`config.mk`:
```
export PLATFORM = sky130hd
export DESIGN_NAME = arb_requester
export DESIGN_NICKNAME = d
export VERILOG_FILES = /design/src/rtl/arb_requester.sv
export SDC_FILE = /design/constraint.sdc
export NUM_CORES = 1
export LEC_CHECK = 0
export CAP_MARGIN = 20
export CORE_MARGIN = 2
export CORE_UTILIZATION = 49
export CTS_CLUSTER_DIAMETER = 120
export DETAILED_ROUTE_END_ITERATION = 6
export GPL_ROUTABILITY_DRIVEN = 0
export PLACE_DENSITY = 0.65
export RECOVER_POWER = 25
export SLEW_MARGIN = 10
export SYNTH_ARGS = -nofsm -noshare
export SYNTH_HDL_FRONTEND = slang
export SYNTH_SLANG_ARGS = --single-unit
```
`constraint.sdc`:
```
create_clock -name clk -period 6.7 [get_ports clk]
set_clock_uncertainty 0.2 [all_clocks]
set_input_delay 0.67 -clock clk [delete_from_list [all_inputs] [get_ports clk]]
set_output_delay 0.67 -clock clk [all_outputs]
set_load 0.05 [all_outputs]
```
`src/rtl/arb_requester.sv`:
```
// Client endpoint of the tree arbiter: buffers producer words and forwards them in bounded bursts while granted.
// Define ARB_REQ_TIMEOUT_EN to build the sticky starvation watchdog (starve output).
module arb_requester #(
  parameter int DATA_W    = 32,
  parameter int DEPTH     = 8,
  parameter int BURST_MAX = 4,
  parameter int GAP_CYC   = 1,
  parameter int TIMEOUT   = 64
) (
  input  logic                     clk,
  input  logic                     rst,
  input  logic                     in_valid,
  input  logic [DATA_W-1:0]        in_data,
  output logic                     in_ready,
  output logic                     req,
  input  logic                     gnt,
  output logic                     res_valid,
  output logic [DATA_W-1:0]        res_data,
  output logic                     res_last,
  output logic [$clog2(DEPTH):0]   fifo_level,
  output logic                     starve
);

  localparam int AW = $clog2(DEPTH);
  localparam int LW = AW + 1;
  localparam int BW = $clog2(BURST_MAX + 1);
  localparam int GW = $clog2(GAP_CYC + 1);

  typedef enum logic [1:0] {S_IDLE, S_REQ, S_OWN, S_GAP} state_t;

  state_t              r_state;
  state_t              w_state_next;
  logic [DATA_W-1:0]   r_mem [DEPTH];
  logic [AW-1:0]       r_wr_ptr;
  logic [AW-1:0]       r_rd_ptr;
  logic [LW-1:0]       r_level;
  logic [BW-1:0]       r_beat_cnt;
  logic [GW-1:0]       r_gap_cnt;
  logic                w_act;
  logic                w_push;
  logic                w_beat;
  logic                w_last;

  assign w_act    = (r_state == S_REQ) || (r_state == S_OWN);
  assign in_ready = !rst && (r_level != LW'(DEPTH));
  assign w_push   = in_valid && in_ready;
  assign w_beat   = !rst && w_act && gnt && (r_level != '0);
  // A same-cycle push keeps the FIFO non-empty, so only the burst cap can end the tenure then.
  assign w_last   = w_beat && ((r_beat_cnt + BW'(1) == BW'(BURST_MAX)) ||
                               ((r_level == LW'(1)) && !w_push));

  assign res_data   = r_mem[r_rd_ptr];
  assign fifo_level = rst ? '0 : r_level;

  always_ff @(posedge clk) begin
    if (w_push) r_mem[r_wr_ptr] <= in_data;
  end

  always_ff @(posedge clk) begin
    if (rst) begin
      r_wr_ptr <= '0;
      r_rd_ptr <= '0;
      r_level  <= '0;
    end else begin
      if (w_push) r_wr_ptr <= r_wr_ptr + AW'(1);
      if (w_beat) r_rd_ptr <= r_rd_ptr + AW'(1);
      case ({w_push, w_beat})
        2'b10:   r_level <= r_level + LW'(1);
        2'b01:   r_level <= r_level - LW'(1);
        default: r_level <= r_level;
      endcase
    end
  end

  always_ff @(posedge clk) begin
    if (rst) r_state <= S_IDLE;
    else     r_state <= w_state_next;
  end

  always_comb begin
    w_state_next = r_state;
    unique case (r_state)
      S_IDLE: if (r_level != '0) w_state_next = S_REQ;
      S_REQ:  if (w_beat) w_state_next = w_last ? S_GAP : S_OWN;
      S_OWN: begin
        if (!gnt)        w_state_next = S_REQ;
        else if (w_last) w_state_next = S_GAP;
      end
      S_GAP:  if (r_gap_cnt == GW'(GAP_CYC - 1)) w_state_next = S_IDLE;
      default: w_state_next = S_IDLE;
    endcase
  end

  always_comb begin
    req       = 1'b0;
    res_valid = 1'b0;
    res_last  = 1'b0;
    if (!rst) begin
      req       = w_act;
      res_valid = w_beat;
      res_last  = w_last;
    end
  end

  always_ff @(posedge clk) begin
    if (rst) begin
      r_beat_cnt <= '0;
    end else if (w_state_next == S_OWN) begin
      if (w_beat) r_beat_cnt <= r_beat_cnt + BW'(1);
    end else begin
      r_beat_cnt <= '0;
    end
  end

  always_ff @(posedge clk) begin
    if (rst || (r_state != S_GAP)) r_gap_cnt <= '0;
    else                           r_gap_cnt <= r_gap_cnt + GW'(1);
  end

`ifdef ARB_REQ_TIMEOUT_EN
  localparam int TW = $clog2(TIMEOUT + 1);

  logic [TW-1:0] r_wait;
  logic          r_starve;

  always_ff @(posedge clk) begin
    if (rst) begin
      r_wait   <= '0;
      r_starve <= 1'b0;
    end else if ((r_state == S_REQ) && !gnt) begin
      if (r_wait != TW'(TIMEOUT)) r_wait <= r_wait + TW'(1);
      if (r_wait == TW'(TIMEOUT - 1)) r_starve <= 1'b1;
    end else begin
      r_wait <= '0;
    end
  end

  assign starve = r_starve;
`else
  // Watchdog not built; TIMEOUT is only meaningful with it, so this is constant 0 for legal values.
  assign starve = (TIMEOUT < 0);
`endif

endmodule

```
* After elaboration in Yosys (flattened, before gate mapping) *
Memories as Yosys holds them, arrays and structs flattened. A register that Yosys moved wholly into a read port is not among the register bits.
Cells that the tools add are included.
Widths: inputs -> output; s select.

word-level totals
  bits in registers = 16
  memory bits (writable) = 256
  input bits = 36
  logic and storage cells = 56
  memories kept = 1

memory list
  memory  words  bits a word  read ports  clocked after Yosys merged registers in  write ports  RTL line  source
  r_mem   8      32           1           1                                        1            33        logic [DATA_W-1:0] r_mem [DEPTH];

operators by class
  add/sub/neg operators = 6
  equality and inequality tests = 10
  muxes and demuxes = 16
  bitwise logic cells = 1
  reduce and logical (&&, ||, !) cells = 16

operator list
  operator             count
  $mux 2               5
  $add 3x1->3 const B  3
  $eq 2x2->1 const B   4
  $pmux 2 s4           1
  $pmux 4 s2           1
  $logic_and 1x1->1    7
  $mux 1               6
  $mux 3               2
  $add 4x1->4 const B  1
  $eq 2x1->1 const B   2
  $eq 4x1->1 const B   1
  $mux 4               1
  $ne 4x4->1 const B   1
  $reduce_bool 4->1    1
  $sub 4x1->4 const B  1
  $eq 3x3->1 const B   1
  $logic_or 1x1->1     3
  $logic_not 1->1      2
  $logic_not 2->1      1
  $ne 2x2->1 const B   1
  $reduce_bool 2->1    1
  $reduce_or 2->1      1
  $add 1x1->1 const B  1
  $not 1->1            1

* Depth between registers and ports, before layout *
  word-level depth = 13
  gate-level depth with buffers = 11
  depth with buffers taken out = 9

* Worst setup path after synthesis *
Ideal clock, no wire load.

  kind = register to register
  from = register r_level[0]
  to = memory r_mem[0][0], enable pin
  data arrival time = 5.171 ns
  required time = 5.997 ns
  path slack = 0.826 ns
  cell stages (with the launch flop) = 6
  clock period less this slack = 5.874 ns
  cell sequence = dfxtp_1 > inv_1 > ha_1 > a31oi_1 > nand2_1 > nor4_1

between the ends
  cells in the longest elaborated chain, start to end = 5

RTL lines
  what                          RTL line  source
  from (decl)                   36        logic [LW-1:0] r_level;
  from (signal assigned)        68        2'b10: r_level <= r_level + LW'(1);
  from (signal assigned)        69        2'b01: r_level <= r_level - LW'(1);
  from (signal assigned)        70        default: r_level <= r_level;
  $ne 4x4->1                    45        assign in_ready = !rst && (r_level != LW'(DEPTH));
  $logic_and 1x1->1             45
  via in_ready                  14        output logic in_ready,
  $logic_and 1x1->1             46        assign w_push = in_valid && in_ready;
  $mux 1                        56        if (w_push) r_mem[r_wr_ptr] <= in_data;
  $mux 1 (implied by the code)  56
  to (decl)                     33

The timed path passes the listed nets, and every way through them passes these cells.

==> impl_metrics.yaml <==
power:
  clockPowerShare: 0.367
  pwr-share-comb: 0.111
  internal_power_w: 0.002865
  p_leak_nw: 3.944
  irDropWorstVdd_v: 0.0002120
  p_sw_frac: 0.2273
  p_per_area_nw_per_um2: 294.3
  power_switching_w: 0.0008427
  pwr-share-seq: 0.522
clock_network:
  numCtsBuffers: 28
  cts.clk_slew.worst_paths_ns: 0.06
  clockBufferDepth: 3
  hold_buffers: 0
  htreeDepth: 1
  cts_sinks: 275
  clockRootBuffer: "clkbuf_16"
  ctsResizeCount: 0
  cts_tree: "done"
  post-cts-setup-buffer-count: 0
  clk-insertion-delay-late_ns: 0.52
worst_setup_path:
  reg2reg_from: "r_level[0]$_SDFFE_PP0P_"
  start_kind: "register"
  cpLargestDelayFamily: "buffers and inverters"
  path_depth: 5
  path_cells: "buf_16 > buf_4 > mux4_2 > mux2_2 > clkdlybuf4s50_1"
  cp.arrival_ns: 3.42
  crit_end: "res_data[1]"
  reg2reg_depth: 6
  slowest_stage: "clkdlybuf4s50_1"
  r2r_setup_slack_ns: 3.48
  path_class: "register to output pin"
  worst-path-max-fanout: 29
  cp-end-kind: "output pin"
  crit_required_ns: 5.83
  cpPeakStageDelay_ns: 0.71
  rr_endpoint: "r_mem[4][27]$_DFFE_PP_"
  worst-path-buf-inv: 3
finish:
  syn2layout_area_growth_pct: 18.25
  layout_common_cells: "edfxtp_1, mux4_2, clkdlybuf4s50_1"
  num-nets-final: 638
  diodes: 0
  postLayoutCoreUtil: 0.5956
  final_cells: 880
  drive_above_1_share: 0.2529
  final_common_cell: "edfxtp_1"
global_route:
  grt-busiest-layer: "met2"
  grt_pass1_vias: 5359
  track_usage: 0.1756
  antenna_found_initial: 2
  grt_max_degree: 50
  grt_use_met3: 0.03293
  met2_usage: 0.3002
  overflow: 0
  use_met1: 0.2360
  grt_first_pass_wirelength_um: 30080
synthesis:
  yosys.cell_types.count: 42
  ys_warn_count: 0
  synth_enable_flop_cells: 256
  syn_avg_cell_area_um2: 21.48
  syn-cell-area_um2: 10660
  ys_async_sr_fraction: 0
  yosysSeqAreaShare: 0.7572
  ys.flop_type: "edfxtp_1"
  yosys_register_bits: 275
  syn_inst: 496
  synth_fp_nets: 544
sta:
  hold_ws_ns: 0.2678
  fmax_mhz: 232.8
  rsz0062_at_grt: "no"
  fin_crit_sh: 0.6410
  tns_ns: 0
  slew_headroom: 0.2986
  period_minus_slack_ns: 4.295
  worstMarginPinSlew_ns: 1.052
  drv_slew: 0
  setup_violations: 0
  hold_violations: 0
floorplan:
  die_y_um: 151.5
  coreArea_um2: 21150
  ios: 77
  die_x_um: 151.5
  die_area_um2: 22940
  start_util: 0.5037
  row_count: 53
run:
  drv_cap: 0
route:
  drt_iter0_drc: 329
  wl_um: 19690
  dr.pass1.iters: 4
  avgViaCountPerCell: 5.691
  wire_per_inst_um: 22.38
  dr_total_vias: 5008
  route.detailed.drc: 0
  postRouteAntennaNets: 0
outcome:
  status: "finished clean"
placed_design:
  port_buffers: 75
  dp_cells: 834
  hpwl_um: 11170
min_path:
  min_path_type: "register to register"
registers in the layout, indices dropped and copies added (netlist names), named ones only:
| register | flops |
|---|---|
| r_gap_cnt | 1 |
| r_wr_ptr | 3 |
| r_mem | 256 |
| r_state | 2 |
| r_level | 4 |
| r_rd_ptr | 3 |
| r_beat_cnt | 3 |
Yosys cell counts (all sizes together), types with 3 or more instances:
cell / count / area, um^2
o21ai: 3 / 15.01
and2: 3 / 21.27
buf: 10 / 57.55
nor2b: 5 / 31.28
dfxtp: 19 / 380.4
clkbuf: 13 / 48.80
nor3: 7 / 35.03
mux4: 64 / 1441
xnor2: 3 / 26.28
mux2: 32 / 360.4
nor2: 15 / 56.30
ha: 12 / 150.1
inv: 6 / 22.52
edfxtp: 256 / 7687
nand2b: 4 / 25.02
nand3: 4 / 20.02
nand2: 8 / 30.03
xor2: 7 / 61.31
power groups by stage:
stage	combinational (W)	clock, W	sequential, W
floorplan	0.000283	0	0.00196
global placement	0.000385	0	0.00198
detailed placement	0.000400	0	0.00198
CTS	0.000402	0.00140	0.00195
global route	0.000439	0.00146	0.00194
finish	0.000411	0.00136	0.00194
worst min path at each step:
| stage | startpoint | to | slack [ns] | cells past startpoint |
|---|---|---|---|---|
| after floorplan | r_gap_cnt$_SDFF_PP0_ | r_gap_cnt$_SDFF_PP0_ | 0.21 | 1 |
| after global placement | r_gap_cnt$_SDFF_PP0_ | r_gap_cnt$_SDFF_PP0_ | 0.24 | 1 |
| after detailed placement | r_gap_cnt$_SDFF_PP0_ | r_gap_cnt$_SDFF_PP0_ | 0.24 | 1 |
| after CTS | r_gap_cnt$_SDFF_PP0_ | r_gap_cnt$_SDFF_PP0_ | 0.25 | 1 |
| after global routing | r_gap_cnt$_SDFF_PP0_ | r_gap_cnt$_SDFF_PP0_ | 0.29 | 1 |
| final | r_gap_cnt$_SDFF_PP0_ | r_gap_cnt$_SDFF_PP0_ | 0.27 | 1 |
final cells by class:
type                    instances  area, um^2
fillers                      1515        8554
repair buffers                 87       860.8
flip-flops and latches        275        8074
well taps                     275       344.1
clock inverters                 5       23.77
inverters                       6       22.52
clock buffers                  40       767.0
multi-input cells             192        2507
cell families after synthesis:
logic type                 synth area share
AOI/OAI and AO/OA                  0.009630
and+or+nand+nor                     0.02748
other                             0.0003519
adders and majority gates           0.01409
buffers and inverters               0.01209
DFF                                  0.7572
muxes                                0.1710
xor gates and xnor gates           0.008220
per-stage QoR:
stage | instance area (um^2) | worst slack (ns) | total power, W
2_1_floorplan | 10660 | 0.8261 | 0.002242
3_3_place_gp | 11780 | 2.658 | 0.002363
3_5_place_dp | 11780 | 2.599 | 0.002382
4_1_cts | 12570 | 2.100 | 0.003744
5_1_grt | 12600 | 2.211 | 0.003833
6_report | 12600 | 2.405 | 0.003708
per-layer routing:
layer  vias up  share of wire
met2       141           0.50
met4         4          0.016
met3        35          0.057
met5         -         0.0013
li1       2218              -
met1      2610           0.42
No activity file was read; power rests on OpenSTA's default activity.
